--- src/rtl/square_iter.sv ---
// Iterative shift-add squarer: accepts x over valid/ready and returns min(x*x, 2^OUT_W-1)
// with an overflow flag. Latency is fixed and independent of the operand value.
module square_iter #(
    parameter int IN_W  = 10,
    parameter int OUT_W = 15
) (
    input  logic             clk,
    input  logic             rst_n,
    input  logic             in_valid,
    output logic             in_ready,
    input  logic [IN_W-1:0]  in,
    output logic             out_valid,
    input  logic             out_ready,
    output logic [OUT_W-1:0] out,
    output logic             ovf
);

    localparam int PW = 2 * IN_W;
    localparam int CW = $clog2(IN_W + 1);
    localparam logic [CW-1:0] LAST = CW'(IN_W);

    localparam logic [1:0] IDLE = 2'd0;
    localparam logic [1:0] CALC = 2'd1;
    localparam logic [1:0] DONE = 2'd2;

    logic [1:0]       state_q,  state_d;
    logic [PW-1:0]    mcand_q,  mcand_d;
    logic [IN_W-1:0]  mplier_q, mplier_d;
    logic [PW-1:0]    acc_q,    acc_d;
    logic [CW-1:0]    cnt_q,    cnt_d;
    logic [OUT_W-1:0] out_q,    out_d;
    logic             ovf_q,    ovf_d;

    // CALC runs IN_W shift-add iterations, then one more cycle that saturates the
    // finished product into the output registers before DONE.
    always_comb begin
        state_d  = state_q;
        mcand_d  = mcand_q;
        mplier_d = mplier_q;
        acc_d    = acc_q;
        cnt_d    = cnt_q;
        out_d    = out_q;
        ovf_d    = ovf_q;
        case (state_q)
            IDLE: begin
                if (in_valid) begin
                    mcand_d  = {{IN_W{1'b0}}, in};
                    mplier_d = in;
                    acc_d    = '0;
                    cnt_d    = '0;
                    state_d  = CALC;
                end
            end
            CALC: begin
                if (cnt_q != LAST) begin
                    if (mplier_q[0]) begin
                        acc_d = acc_q + mcand_q;
                    end
                    mcand_d  = mcand_q << 1;
                    mplier_d = mplier_q >> 1;
                    cnt_d    = cnt_q + 1'b1;
                end else begin
                    ovf_d   = (acc_q >> OUT_W) != '0;
                    out_d   = ovf_d ? {OUT_W{1'b1}} : acc_q[OUT_W-1:0];
                    state_d = DONE;
                end
            end
            DONE: begin
                if (out_ready) begin
                    state_d = IDLE;
                end
            end
            default: state_d = IDLE;
        endcase
    end

    always_ff @(posedge clk or negedge rst_n) begin
        if (!rst_n) begin
            state_q  <= IDLE;
            mcand_q  <= '0;
            mplier_q <= '0;
            acc_q    <= '0;
            cnt_q    <= '0;
            out_q    <= '0;
            ovf_q    <= 1'b0;
        end else begin
            state_q  <= state_d;
            mcand_q  <= mcand_d;
            mplier_q <= mplier_d;
            acc_q    <= acc_d;
            cnt_q    <= cnt_d;
            out_q    <= out_d;
            ovf_q    <= ovf_d;
        end
    end

    assign in_ready  = (state_q == IDLE);
    assign out_valid = (state_q == DONE);
    assign out       = out_q;
    assign ovf       = ovf_q;

endmodule
--- config.mk ---
export PLATFORM = sky130hd
export DESIGN_NAME = square_iter
export DESIGN_NICKNAME = d
export VERILOG_FILES = /design/src/rtl/square_iter.sv
export SDC_FILE = /design/constraint.sdc
export NUM_CORES = 1
export LEC_CHECK = 0
export CORE_MARGIN = 2
export CORE_UTILIZATION = 44
export DETAILED_ROUTE_END_ITERATION = 8
export PLACE_DENSITY = 0.7
export SETUP_SLACK_MARGIN = 0.2
export SYNTH_ARGS = -nofsm -noshare
export SYNTH_HDL_FRONTEND = slang
export SYNTH_SLANG_ARGS = --single-unit
--- constraint.sdc ---
create_clock -name clk -period 4.5 [get_ports clk]
set_clock_uncertainty 0.05 [all_clocks]
set_input_delay 0.45 -clock clk [delete_from_list [all_inputs] [get_ports clk]]
set_output_delay 0.45 -clock clk [all_outputs]
set_load 0.01 [all_outputs]
==> impl_metrics.py, run 1 <==
metrics = {
    "cts": {
        "post_cts.repair.setup_buffers": 0,
        "clkSlewWorstSetupHoldPaths_ns": 0.07,
        "clk_latency_ns": 0.34,
        "htreeDepth": 3,
        "numCtsBuffers": 9,
        "cts_tree": "yes",
        "cts_max_path_buffers": 2,
        "cts_resized": 0,
        "cts_sinks": 72,
        "cts_root_buf": "clkbuf_8",
        "cts_hold_buf": 0,
    },
    "final_layout": {
        "final_layout_size_suffix_gt1_share_pct": 7.27,
        "area_growth_pct": 16.0,
        "nNetsFinal": 430,
        "final_common_cell": "dfrtp_1",
        "n_fill_cell": 731,
        "antenna_cells": 0,
        "final_cell_mix": "dfrtp_1, nand2_1, o21ai_0",
    },
    "sta": {
        "clock.fmax_mhz": 373,
        "final.setup.tns_ns": 0,
        "setup_violations": 0,
        "rsz0062_at_grt": "no",
        "tightest_slew_ns": 1.13,
        "period_share_pct": 59.6,
        "min_period_ns": 2.68,
        "report.final.slew_viol_count": 0,
        "hold_viol": 0,
        "setup_slack_ns": 1.82,
        "relSlewSlack_pct": 24.4,
    },
    "global_routing": {
        "grt_max_degree": 42,
        "grt_pass1_vias": 2678,
        "antenna_found_initial": 0,
        "grt_usage_pct": 18.7,
        "grt_pass1_wl_um": 13100,
        "gr-total-overflow": 0,
    },
    "synth": {
        "synth_edf_count": 0,
        "synth_top_area_share_pct": 48.4,
        "synthDistinctLibCells": 48,
        "netlist_area_um2": 3720,
        "synthArstFlopShare_pct": 100,
        "synth_top_area_cell": "dfrtp_1",
        "netlist_instances": 365,
        "yosys-top-cells-area": "dfrtp_1, ha_1, nand2_1",
        "syn_nets": 401,
        "syn_area_per_cell_um2": 10.2,
        "ys_seq_elements": 72,
        "yosys_warnings": 0,
        "ys.flop_type": "dfrtp_1",
        "yosysSeqAreaShare_pct": 48.4,
    },
    "die": {
        "die_area_um2": 9210,
        "fp.dieH_um": 96.0,
        "rows": 33,
        "coreArea_um2": 8220,
        "die_w_um": 96.0,
        "boundaryPins": 32,
        "initial_utilization_pct": 45.3,
    },
    "power_and_ir_drop": {
        "swShare_pct": 39.9,
        "p_clk_share_pct": 16.7,
        "leakagePower_nw": 1.91,
        "seq_power_share_pct": 36.6,
        "power_density_nw_per_um2": 701,
        "p_switching_w": 0.00121,
        "vdd_drop_max_uv": 350,
        "p_int_w": 0.00182,
        "comb_power_share_pct": 46.7,
    },
    "route": {
        "drc": 0,
        "finalWirelength_um": 7470,
        "wl_per_cell_um": 14.8,
        "firstDrtPassIters": 4,
        "vias": 2746,
        "drtIter0Drc": 106,
        "viasPerCell": 5.45,
        "final_antenna_net_count": 0,
    },
    "critical_path": {
        "critPathKind": "reg2reg",
        "worstPathArrival_ns": 2.83,
        "slowest_stage": "dfrtp_1",
        "cp-end-kind": "flip-flop",
        "critPathMaxFanout": 3,
        "max_stage_delay_ns": 0.43,
        "cp_cell_sequence": "ha_1, fa_1, a21o_1, a221oi_2, o21ai_2, a31oi_2, a21oi_1, xnor2_1, o21ai_0",
        "critPathLaunchType": "flip-flop",
        "cp_data_required_time_ns": 4.65,
    },
    "placed_design": {
        "place_congestion": 0.878,
        "post-dp-hpwl_um": 5310,
        "portBuffers": 31,
        "pre_cts_ws_ns": 1.84,
    },
    "outcome": {
        "status": "finished clean",
    },
    "job": {
        "cap_violations": 0,
    },
    "worst_hold_path": {
        "hp-class": "in2async",
    },
}
final cells by class:
cell class                      instances  area [µm²]  area share, %
Inverter                                7        26.3          0.608
Tap cell                              105         131           3.04
Clock buffer                           15         196           4.55
Sequential cell                        72        1800           41.7
Timing Repair Buffer                   34         328           7.59
Clock inverter                          1        7.51          0.174
Multi-Input combinational cell        270        1830           42.3
power groups by stage:
stage	registers, W	clock network (W)	logic [W]
floorplan	0.00109	0	0.00102
global placement	0.00111	0	0.00138
detailed placement	0.00112	0	0.00141
CTS	0.00111	0.000516	0.00143
global route	0.00115	0.000545	0.00160
finish	0.00111	0.000505	0.00141
routing by layer:
metal	up-vias	wire length [µm]	part of all wire [%]	track usage, %
met5	-	0	0	0
li1	1389	-	-	-
met1	1300	3870	52	27.8
met2	47	3220	43	27.2
met3	10	244	3.3	2.82
met4	0	131	1.8	7.50
through the flow:
| stage | cells | hold WS, ns | utilization (%) | cell area (µm²) | total power, W |
|---|---|---|---|---|---|
| 6_report | 504 | 0.168 | 52.6 | 4320 | 0.00303 |
| 5_1_grt | 504 | 0.249 | 52.6 | 4320 | 0.00329 |
| 4_1_cts | 504 | 0.199 | 52.6 | 4320 | 0.00305 |
| 3_5_place_dp | 488 | 0.427 | 50.1 | 4120 | 0.00253 |
| 3_3_place_gp | 488 | 0.416 | 50.1 | 4120 | 0.00249 |
| 2_1_floorplan | 365 | 0.104 | - | 3720 | 0.00212 |
sequential cells by signal, indices dropped and copies added (netlist names):
signal    cells
acc_q        20
state_q       2
mcand_q      20
cnt_q         4
ovf           1
out          15
mplier_q     10
synthesized netlist by cell type, drive strengths merged (2+ instances only):
| cell type | instances |
|---|---|
| nor2 | 18 |
| a22o | 16 |
| clkbuf | 10 |
| nand3 | 3 |
| o21a | 4 |
| xor2 | 10 |
| o21bai | 4 |
| a21oi | 30 |
| a21o | 5 |
| and3 | 2 |
| o21ai | 42 |
| o31ai | 3 |
| o22a | 15 |
| xnor2 | 10 |
| dfrtp | 72 |
| nor3 | 3 |
| a31oi | 3 |
| and2 | 10 |
| nor2b | 2 |
| ha | 21 |
| inv | 7 |
| a211oi | 2 |
| a211o | 2 |
| buf | 6 |
| nand4 | 4 |
| nand2 | 46 |
cell families after synthesis:
family                     after synthesis  synth area share [%]
AOI/OAI and AO/OA                      136                  25.3
xor gates and xnor gates                20                  4.71
adders and majority gates               22                  7.60
buffers and inverters                   23                  2.49
DFF                                     72                  48.4
muxes                                    1                 0.269
and+or+nand+nor                         91                  11.2
worst paths after layout:
path	from	to	slack (ns)	cells past startpoint
hold / removal	rst_n	mplier_q[4]	0.17	1
min in group clk	mplier_q[5]	mplier_q[5]	0.44	2
setup / recovery	mcand_q[0]	acc_q[16]	1.82	9
hold reg to reg	mplier_q[5]	mplier_q[5]	0.44	2
setup reg to reg	mcand_q[0]	acc_q[16]	1.82	9
max in group asynchronous	rst_n	acc_q[12]	3.30	2
worst max-delay path, delay by kind of cell, from the launching register on:
kind            cells  cell delay, ns
flops               1            0.43
xor+xnor            1            0.15
fa+ha+maj           2            0.67
compound gates      6            1.25
No activity file was read; power rests on OpenSTA's default activity.
==> run 2: changes to the inputs <==
--- a/config.mk
+++ b/config.mk
@@ -8,7 +8,7 @@
 export CORE_MARGIN = 2
 export CORE_UTILIZATION = 44
 export DETAILED_ROUTE_END_ITERATION = 8
-export PLACE_DENSITY = 0.7
+export PLACE_DENSITY = 0.73
 export SETUP_SLACK_MARGIN = 0.2
 export SYNTH_ARGS = -nofsm -noshare
 export SYNTH_HDL_FRONTEND = slang
==> constraint.sdc (replaced) <==
create_clock -name clk -period 2.4 [get_ports clk]
set_clock_uncertainty 0.05 [all_clocks]
set_input_delay 0.24 -clock clk [delete_from_list [all_inputs] [get_ports clk]]
set_output_delay 0.24 -clock clk [all_outputs]
set_load 0.01 [all_outputs]
==> run 2 against run 1 <==
Sequential share of layout area is 2.8 points lower. Final cell count is 4.6% higher. Flip-flop and latch count stayed put. Clock-buffer cell count is 3 lower. Worst setup slack worse by 1.7 ns. Clock power is 84% higher. Non-clock buffer count is 24 higher. Combinational power is 120% higher. Total power is 100% higher. Critical path type unchanged. Highest routed layer unchanged.
==> impl_metrics.py, run 2 (same netlist as run 1, synthesis figures left out) <==
metrics = {
    "critical_path": {
        "path_buf_inv": 0,
        "cp-end-kind": "flip-flop",
        "worstPathArrival_ns": 2.48,
        "critPathLaunchType": "flip-flop",
        "cp.depth": 9,
        "slowest_stage": "dfrtp_1",
        "cp_data_required_time_ns": 2.57,
        "cp_cell_sequence": "ha_2, fa_2, a21o_1, a221oi_4, o21ai_2, a31oi_4, a21oi_2, xnor2_1, o21ai_1",
        "max_stage_delay_ns": 0.40,
        "crit_family": "compound AO/OA/AOI/OAI gates",
        "critPathKind": "reg2reg",
        "critPathMaxFanout": 3,
        "r2r_cells": 9,
    },
    "global_routing": {
        "grt_pass1_wl_um": 13900,
        "grt_usage_pct": 19.8,
        "antenna_found_initial": 0,
        "grt_pass1_vias": 2883,
        "grt_max_degree": 73,
        "gr-total-overflow": 0,
    },
    "die": {
        "fp.dieH_um": 96.0,
        "rows": 33,
        "coreArea_um2": 8220,
        "die_w_um": 96.0,
        "die_area_um2": 9210,
        "initial_utilization_pct": 45.3,
        "boundaryPins": 32,
    },
    "power_and_ir_drop": {
        "power_density_nw_per_um2": 1310,
        "p_switching_w": 0.00245,
        "swShare_pct": 40.2,
        "comb_power_share_pct": 50.1,
        "p_int_w": 0.00365,
        "power_w": 0.00610,
        "p_clk_share_pct": 15.2,
        "leakagePower_nw": 2.00,
        "seq_power_share_pct": 34.6,
        "vdd_drop_max_uv": 724,
    },
    "sta": {
        "rsz0062_at_grt": "yes",
        "hold_ws_ns": 0.409,
        "relSlewSlack_pct": 58.5,
        "period_share_pct": 96.3,
        "report.final.slew_viol_count": 0,
        "hold_viol": 0,
        "tightest_slew_ns": 0.622,
        "min_period_ns": 2.31,
        "clock.fmax_mhz": 433,
        "setup_violations": 0,
    },
    "final_layout": {
        "area_growth_pct": 24.6,
        "fin_util_pct": 56.4,
        "nNetsFinal": 454,
        "final_layout_size_suffix_gt1_share_pct": 16.8,
        "final_cell_mix": "dfrtp_1, nand2_1, clkdlybuf4s50_1",
        "antenna_cells": 0,
        "final_common_cell": "dfrtp_1",
    },
    "route": {
        "wl_per_cell_um": 15.9,
        "drtIter0Drc": 138,
        "vias": 2965,
        "wl_met2_um": 3950,
        "final_antenna_net_count": 0,
        "wl_met3_um": 345,
        "drc": 0,
        "viasPerCell": 5.63,
        "routed.top_layer": "met4",
        "firstDrtPassIters": 5,
        "wl_met1_um": 3930,
        "finalWirelength_um": 8370,
    },
    "cts": {
        "htreeDepth": 3,
        "cts_root_buf": "clkbuf_8",
        "clk_latency_ns": 0.34,
        "cts_sinks": 72,
        "numCtsBuffers": 9,
        "clkSlewWorstSetupHoldPaths_ns": 0.07,
        "cts_tree": "yes",
        "cts_max_path_buffers": 2,
    },
    "placed_design": {
        "portBuffers": 31,
        "post-dp-hpwl_um": 5520,
        "place_congestion": 0.873,
    },
    "job": {
        "cap_violations": 0,
    },
    "worst_hold_path": {
        "hp-class": "in2async",
    },
    "outcome": {
        "status": "finished clean",
    },
}
[run 2: repair_timing]
item / 4_1_cts / 5_1_grt
pin swaps: 10 / 12
resized for setup: 12 / 16
cloned: 0 / 0
endpoints found under the hold margin: 72 / 0
buffers inserted: 10 / 6
hold buffers: 1 / 0
endpoints found under the setup margin: 8 / 11
[run 2: final cells by class]
| class | instances | area, µm² |
|---|---|---|
| fillers | 704 | 3580 |
| flip-flops and latches | 72 | 1800 |
| multi-input cells | 270 | 1960 |
| inverters | 7 | 26.3 |
| repair buffers | 58 | 523 |
| well taps | 105 | 131 |
| clock inverters | 3 | 42.5 |
| clock buffers | 12 | 145 |
[run 2: worst reg2reg max path, cell delays in order, from the launching register on]
cell	delay (ns)
dfrtp_1	0.40
ha_2	0.22
fa_2	0.34
a21o_1	0.21
a221oi_4	0.29
o21ai_2	0.12
a31oi_4	0.26
a21oi_2	0.09
xnor2_1	0.14
o21ai_1	0.07
[run 2: through the flow]
stage	worst slack [ns]	instance area, µm²	std cells	TNS [ns]
2_1_floorplan	0.222	3730	365	0
3_3_place_gp	0.0894	4190	495	0
3_5_place_dp	0.0208	4190	495	0
4_1_cts	0.145	4510	521	0
5_1_grt	-0.00705	4640	527	-0.00705
6_report	0.0890	4640	527	0
[run 2: final timing paths]
check,from,to,slack [ns]
min in group clk,out_ready,state_q[1],0.42
min,rst_n,acc_q[4],0.41
min reg2reg,ovf,ovf,0.44
max in group asynchronous,rst_n,mcand_q[1],1.60
max,mcand_q[0],acc_q[16],0.09
max reg2reg,mcand_q[0],acc_q[16],0.09
[run 2: layer usage]
metal | vias to the layer above | global-route usage [%]
li1 | 1435 | -
met1 | 1445 | 26.0
met2 | 70 | 31.7
met3 | 15 | 5.25
met4 | 0 | 6.67
met5 | - | 0
[run 2: power by group through the flow]
stage / Sequential [W] / Combinational [W] / Clock, W
2_1_floorplan: 0.00205 / 0.00191 / 0
3_3_place_gp: 0.00209 / 0.00266 / 0
3_5_place_dp: 0.00210 / 0.00274 / 0
4_1_cts: 0.00209 / 0.00289 / 0.000945
5_1_grt: 0.00218 / 0.00339 / 0.00101
6_report: 0.00211 / 0.00306 / 0.000929
